**src/rtl/hazard_ctrl_pkg.sv**
```systemverilog
// Shared types and constants for the LEGv8 pipeline hazard sequencer.
// Register-file addressing, sequencer state encoding and the load-use detection helper.
package hazard_ctrl_pkg;

  localparam int REGADDRSIZE = 5;
  localparam logic [REGADDRSIZE-1:0] XZR = 5'd31;

  localparam int HZSTATESIZE = 2;

  typedef enum logic [HZSTATESIZE-1:0] {
    HZ_INIT    = 2'd0,
    HZ_RUN     = 2'd1,
    HZ_MEMWAIT = 2'd2,
    HZ_ERROR   = 2'd3
  } hz_state_e;

  // XZR is never written, so a load targeting it cannot create a dependency.
  function automatic logic load_use_hit(
    input logic                   memread,
    input logic [REGADDRSIZE-1:0] rd,
    input logic [REGADDRSIZE-1:0] ra,
    input logic [REGADDRSIZE-1:0] rb,
    input logic                   uses_rb
  );
    return memread && (rd != XZR) && ((rd == ra) || (uses_rb && (rd == rb)));
  endfunction

endpackage

```
**src/rtl/hazard_perf.sv**
```systemverilog
// Event counters for the hazard sequencer: load-use stalls, memory-wait cycles and branch flushes.
// Counters wrap at 2^PERFW.
module hazard_perf #(
  parameter int PERFW = 32
) (
  input  logic             clk,
  input  logic             rst_n,
  input  logic             inc_loaduse,
  input  logic             inc_memwait,
  input  logic             inc_flush,
  output logic [PERFW-1:0] perf_loaduse,
  output logic [PERFW-1:0] perf_memwait,
  output logic [PERFW-1:0] perf_flush
);

  logic [PERFW-1:0] loaduse_r;
  logic [PERFW-1:0] memwait_r;
  logic [PERFW-1:0] flush_r;

  // Event counters, one increment per strobed cycle.
  always_ff @(posedge clk or negedge rst_n) begin
    if (!rst_n) begin
      loaduse_r <= {PERFW{1'b0}};
      memwait_r <= {PERFW{1'b0}};
      flush_r   <= {PERFW{1'b0}};
    end else begin
      if (inc_loaduse) begin
        loaduse_r <= loaduse_r + PERFW'(1'b1);
      end
      if (inc_memwait) begin
        memwait_r <= memwait_r + PERFW'(1'b1);
      end
      if (inc_flush) begin
        flush_r <= flush_r + PERFW'(1'b1);
      end
    end
  end

  assign perf_loaduse = loaduse_r;
  assign perf_memwait = memwait_r;
  assign perf_flush   = flush_r;

endmodule

```
**src/rtl/hazard_ctrl.sv**
```systemverilog
// Pipeline sequencer for the 5-stage LEGv8 core: PC/IF-ID enables, ID/EX bubble, stage flushes, memory hold.
// Optional performance counters are built when HAZARD_PERF_EN is defined.
module hazard_ctrl
  import hazard_ctrl_pkg::*;
#(
  parameter int MEM_TIMEOUT = 16,
  parameter int PERFW       = 32
) (
  input  logic                   clk,
  input  logic                   rst_n,
  input  logic                   idex_memread,
  input  logic [REGADDRSIZE-1:0] idex_rd,
  input  logic [REGADDRSIZE-1:0] ifid_ra,
  input  logic [REGADDRSIZE-1:0] ifid_rb,
  input  logic                   ifid_uses_rb,
  input  logic                   exmem_taken,
  input  logic                   dmem_req,
  input  logic                   dmem_ack,
  output logic                   pc_write,
  output logic                   ifid_write,
  output logic                   idex_bubble,
  output logic                   ifid_flush,
  output logic                   idex_flush,
  output logic                   exmem_flush,
  output logic                   pipe_hold,
  output logic                   mem_err
`ifdef HAZARD_PERF_EN
  ,
  output logic [PERFW-1:0]       perf_loaduse,
  output logic [PERFW-1:0]       perf_memwait,
  output logic [PERFW-1:0]       perf_flush
`endif
);

  localparam int WCW = (MEM_TIMEOUT > 0) ? $clog2(MEM_TIMEOUT + 1) : 1;
  localparam logic [WCW-1:0] CNT_MAX     = {WCW{1'b1}};
  localparam logic [WCW-1:0] CNT_LIMIT   = WCW'(MEM_TIMEOUT);
  localparam logic           TIMEOUT_ON  = (MEM_TIMEOUT != 0);

  if (MEM_TIMEOUT < 0 || PERFW < 1) begin : g_bad_param
    $error("hazard_ctrl: MEM_TIMEOUT must be >= 0 and PERFW >= 1");
  end

  hz_state_e      state_r;
  logic [WCW-1:0] wait_cnt_r;
  logic           mem_err_r;

  logic mem_stall_s;
  logic lu_hit_s;
  logic pc_write_s;
  logic ifid_write_s;
  logic idex_bubble_s;
  logic ifid_flush_s;
  logic idex_flush_s;
  logic exmem_flush_s;
  logic pipe_hold_s;

  assign mem_stall_s = dmem_req && !dmem_ack;
  assign lu_hit_s    = load_use_hit(idex_memread, idex_rd, ifid_ra, ifid_rb, ifid_uses_rb);

  // Sequencer state, memory-wait counter and sticky timeout flag.
  always_ff @(posedge clk or negedge rst_n) begin
    if (!rst_n) begin
      state_r    <= HZ_INIT;
      wait_cnt_r <= {WCW{1'b0}};
      mem_err_r  <= 1'b0;
    end else begin
      case (state_r)
        HZ_INIT: begin
          state_r    <= HZ_RUN;
          wait_cnt_r <= {WCW{1'b0}};
        end
        HZ_RUN: begin
          if (mem_stall_s) begin
            state_r    <= HZ_MEMWAIT;
            wait_cnt_r <= WCW'(1'b1);
          end else begin
            state_r    <= HZ_RUN;
            wait_cnt_r <= {WCW{1'b0}};
          end
        end
        HZ_MEMWAIT: begin
          if (dmem_ack) begin
            state_r    <= HZ_RUN;
            wait_cnt_r <= {WCW{1'b0}};
          end else if (TIMEOUT_ON && (wait_cnt_r == CNT_LIMIT)) begin
            state_r   <= HZ_ERROR;
            mem_err_r <= 1'b1;
          end else if (wait_cnt_r != CNT_MAX) begin
            wait_cnt_r <= wait_cnt_r + WCW'(1'b1);
          end else begin
            wait_cnt_r <= wait_cnt_r;
          end
        end
        HZ_ERROR: begin
          state_r   <= HZ_ERROR;
          mem_err_r <= 1'b1;
        end
        default: begin
          state_r    <= HZ_INIT;
          wait_cnt_r <= {WCW{1'b0}};
        end
      endcase
    end
  end

  // Stage-register controls decoded from state and the current hazard inputs.
  always_comb begin
    pc_write_s    = 1'b0;
    ifid_write_s  = 1'b0;
    idex_bubble_s = 1'b0;
    ifid_flush_s  = 1'b0;
    idex_flush_s  = 1'b0;
    exmem_flush_s = 1'b0;
    pipe_hold_s   = 1'b0;
    case (state_r)
      HZ_INIT: begin
        ifid_flush_s  = 1'b1;
        idex_flush_s  = 1'b1;
        exmem_flush_s = 1'b1;
      end
      HZ_RUN: begin
        if (mem_stall_s) begin
          pipe_hold_s = 1'b1;
        end else if (exmem_taken) begin
          // A taken branch squashes the dependent younger instruction, so no stall is needed.
          ifid_flush_s  = 1'b1;
          idex_flush_s  = 1'b1;
          exmem_flush_s = 1'b1;
          pc_write_s    = 1'b1;
        end else if (lu_hit_s) begin
          idex_bubble_s = 1'b1;
        end else begin
          pc_write_s   = 1'b1;
          ifid_write_s = 1'b1;
        end
      end
      HZ_MEMWAIT: begin
        pipe_hold_s = 1'b1;
      end
      HZ_ERROR: begin
        pipe_hold_s = 1'b1;
      end
      default: begin
        ifid_flush_s  = 1'b1;
        idex_flush_s  = 1'b1;
        exmem_flush_s = 1'b1;
      end
    endcase
  end

  assign pc_write    = pc_write_s;
  assign ifid_write  = ifid_write_s;
  assign idex_bubble = idex_bubble_s;
  assign ifid_flush  = ifid_flush_s;
  assign idex_flush  = idex_flush_s;
  assign exmem_flush = exmem_flush_s;
  assign pipe_hold   = pipe_hold_s;
  assign mem_err     = mem_err_r;

`ifdef HAZARD_PERF_EN
  logic inc_loaduse_s;
  logic inc_memwait_s;
  logic inc_flush_s;

  assign inc_loaduse_s = (state_r == HZ_RUN) && !mem_stall_s && !exmem_taken && lu_hit_s;
  assign inc_memwait_s = (state_r == HZ_MEMWAIT);
  assign inc_flush_s   = (state_r == HZ_RUN) && !mem_stall_s && exmem_taken;

  hazard_perf #(
    .PERFW(PERFW)
  ) u_perf (
    .clk          (clk),
    .rst_n        (rst_n),
    .inc_loaduse  (inc_loaduse_s),
    .inc_memwait  (inc_memwait_s),
    .inc_flush    (inc_flush_s),
    .perf_loaduse (perf_loaduse),
    .perf_memwait (perf_memwait),
    .perf_flush   (perf_flush)
  );
`endif

endmodule

```
**config.mk**
```make
export PLATFORM = sky130hd
export DESIGN_NAME = hazard_ctrl
export DESIGN_NICKNAME = d
export VERILOG_FILES = /design/src/rtl/hazard_ctrl_pkg.sv /design/src/rtl/hazard_perf.sv /design/src/rtl/hazard_ctrl.sv
export SDC_FILE = /design/constraint.sdc
export NUM_CORES = 1
export LEC_CHECK = 0
export BUFFER_PORTS_ARGS = -buffer_cell sky130_fd_sc_hd__clkbuf_2
export CORE_ASPECT_RATIO = 0.9
export CORE_MARGIN = 2
export CORE_UTILIZATION = 47
export DETAILED_ROUTE_END_ITERATION = 10
export PLACE_DENSITY_LB_ADDON = 0.12
export SYNTH_ARGS = -nofsm -noshare
export SYNTH_HDL_FRONTEND = slang
export SYNTH_SLANG_ARGS = --single-unit
export TNS_END_PERCENT = 5
```
**constraint.sdc**
```tcl
create_clock -name clk -period 2.4 [get_ports clk]
set_clock_uncertainty 0.1 [all_clocks]
set_input_delay 0.12 -clock clk [delete_from_list [all_inputs] [get_ports clk]]
set_output_delay 0.12 -clock clk [all_outputs]
set_load 0.01 [all_outputs]
```
==> impl_metrics.json <==
{
  "htree_levels": 1,
  "cp_slowest_cell": "dfrtp_1",
  "worst_pin_slew_ps": 320.4,
  "die_h_um": 42.26,
  "synth_ff_type": "dfrtp_1",
  "drive_above_1_share_pct": 35.34,
  "ioPinCount": 30,
  "drv_cap": 0,
  "p_leak_uw": 0.0004688,
  "cts-root-buf": "clkbuf_4",
  "cp-end-kind": "flop",
  "diodes": 0,
  "syn-num-nets": 115,
  "finalSetupTns_ps": 0,
  "grt_pass1_wl_mm": 2.753,
  "ys_ff_latch": 8,
  "row_count": 13,
  "setup_violations": 0,
  "yosysUniqueCellTypes": 33,
  "wl_per_cell_um": 11.39,
  "synth_edf_count": 0,
  "drt-total-wl_mm": 1.572,
  "grt-ovfl-total": 0,
  "coreArea_sq_um": 1480,
  "drcViolationCount": 0,
  "status": "finished, final reports clean",
  "hp-class": "in2async",
  "critPathMaxFanout": 5,
  "cts_tree": "built",
  "clkSinkCount": 8,
  "dp_cells": 134,
  "fmax_mhz": 548.3,
  "relSlewSlack_pct": 78.64,
  "syn_area_sq_um": 764.5,
  "nets": 148,
  "drt_iter0_drc": 12,
  "crit_family": "adder cells",
  "dr_total_vias": 688,
  "hold_viol": 0,
  "globalplace.congestion": 0.7809,
  "p_per_area_nw_per_um2": 640.6,
  "crit_top_cell": "ha_1",
  "syn_to_final_growth_pct": 24.88,
  "cp_data_required_time_ps": 2440,
  "cp-start-kind": "flop",
  "cp_cell_sequence": "ha_1 -> and3_2 -> ha_1 -> o21ai_2 -> nand2b_2 -> mux2_4",
  "hpwl_mm": 1.370,
  "synthTopCellsByArea": "dfrtp_1 26%, ha_1 13%, xnor2_1 11%",
  "vias_per_cell": 4.986,
  "rsz0062_at_grt": "false",
  "grtUsageTotal_pct": 19.08,
  "cts_inserted_buffers": 3,
  "path_class": "reg2reg",
  "cts_resized": 0,
  "synth_top_area_share_pct": 26.19,
  "cts_max_path_buffers": 2,
  "firstDrtPassIters": 4,
  "finalCritPeriodShare_pct": 75.99,
  "portBuffers": 29,
  "drtAntennaViolNets": 0,
  "avgSynthCellArea_sq_um": 8.994,
  "grt_pass1_vias": 673,
  "chipWidth_um": 46.51,
  "period_minus_slack_ps": 1824,
  "initial_core_util_pct": 51.65,
  "critical_path_arrival_ps": 1860,
  "die_area_sq_um": 1966,
  "grt_max_degree": 9,
  "clk-insertion-delay-late_ps": 250,
  "cts_setup_buffers": 0,
  "ys_seq_area_share_pct": 26.19,
  "stdcell_count": 138,
  "synthCells": 85,
  "synthArstFlopShare_pct": 100.0,
  "antenna_found_initial": 0,
  "path_buf_inv": 0,
  "yosysWarnings": 0,
  "synth.largest_area_cell": "dfrtp_1",
  "slowest_delay_ps": 410,
  "ir_drop_uv": 435.6,
  "path_clk_slew_ps": 60,
  "total_power_uw": 611.6,
  "finalMaxSlewViolations": 0
}
[cell type report]
class | count | area [sq um]
Inverter | 6 | 22.52
Sequential cell | 8 | 200.2
Timing Repair Buffer | 30 | 155.1
Clock buffer | 3 | 22.52
Multi-Input combinational cell | 69 | 526.8
Tap cell | 22 | 27.53
Fill cell | 137 | 525.5
[report_power, final]
part | internal [uW] | switching [uW] | leakage (uW) | total [uW]
clock | 57.2 | 44.8 | 0.0000138 | 102
sequential | 155 | 24.6 | 0.000102 | 180
combinational | 151 | 179 | 0.000353 | 330
[through the flow]
stage	setup slack [ps]	hold slack [ps]	util [%]	instance area (sq um)
floorplan	647.5	-275.6	-	764.5
global placement	613.4	-120.7	62.30	922.1
detailed placement	576.1	-120.7	62.30	922.1
CTS	576.1	146.6	64.50	954.7
global route	453.8	179.6	64.50	954.7
finish	576.2	149.2	64.50	954.7
[final timing paths]
path | startpoint | endpoint | slack, ps | depth (start not counted)
setup / recovery | wait_cnt_r[0]$_DFFE_PN0P_ | wait_cnt_r[4]$_DFFE_PN0P_ | 580 | 6
hold / removal | rst_n | wait_cnt_r[3]$_DFFE_PN0P_ | 150 | 2
setup reg to reg | wait_cnt_r[0]$_DFFE_PN0P_ | wait_cnt_r[4]$_DFFE_PN0P_ | 580 | 6
hold reg to reg | mem_err$_DFFE_PN0P_ | mem_err$_DFFE_PN0P_ | 390 | 2
max in group asynchronous | rst_n | mem_err$_DFFE_PN0P_ | 1860 | 2
min in group clk | dmem_req | state_r[0]$_DFFE_PN0P_ | 180 | 4
[cell usage in the layout (no fill, tap or decap), types with 3 or more instances in the layout]
| master | instances |
|---|---|
| o21ai_0 | 5 |
| a21oi_1 | 3 |
| inv_1 | 6 |
| ha_1 | 8 |
| dfrtp_1 | 8 |
| clkbuf_2 | 29 |
| clkbuf_4 | 3 |
| xnor2_1 | 10 |
| nand3_1 | 3 |
| nor2_1 | 5 |
| nand2_1 | 7 |
| nor3_1 | 3 |
[cell usage after synthesis, types with 2 or more instances]
cell type	number
ha_1	8
nor3_1	3
nand2b_1	2
inv_1	6
dfrtp_1	8
a22oi_1	2
nand4_1	2
nand2_1	7
buf_4	2
xnor2_1	10
nor2_1	5
nand3_1	3
o21ai_0	5
a21oi_1	3
[flip-flops by register name, indices dropped and copies added (netlist names)]
name	count
wait_cnt_r	5
mem_err	1
state_r	2
[what timing repair did]
item,4_1_cts,5_1_grt
hold buffers,1,0
endpoints found under the setup margin,0,0
hold endpoints to repair,8,0
[logic make-up (layout without fill, tap and decap cells)]
| group | Yosys count | after routing | synth area share, % |
|---|---|---|---|
| flip-flops | 8 | 8 | 26.19 |
| AO/OA/AOI/OAI | 18 | 18 | 15.38 |
| AND/OR/NAND/NOR | 30 | 30 | 24.22 |
| adder cells (fa/ha/maj) | 8 | 8 | 13.09 |
| buffers and inverters | 8 | 39 | 4.909 |
| multiplexers | 3 | 3 | 4.746 |
| XOR/XNOR | 10 | 10 | 11.46 |
[per-layer routing]
metal | vias up | global-route usage [%] | wire [um]
li1 | 362 | - | -
met4 | 0 | 4.571 | 0
met2 | 15 | 28.89 | 744
met3 | 0 | 6.466 | 60
met1 | 311 | 25.73 | 768
met5 | - | 0 | 0
(Power assumes the default switching activity.)
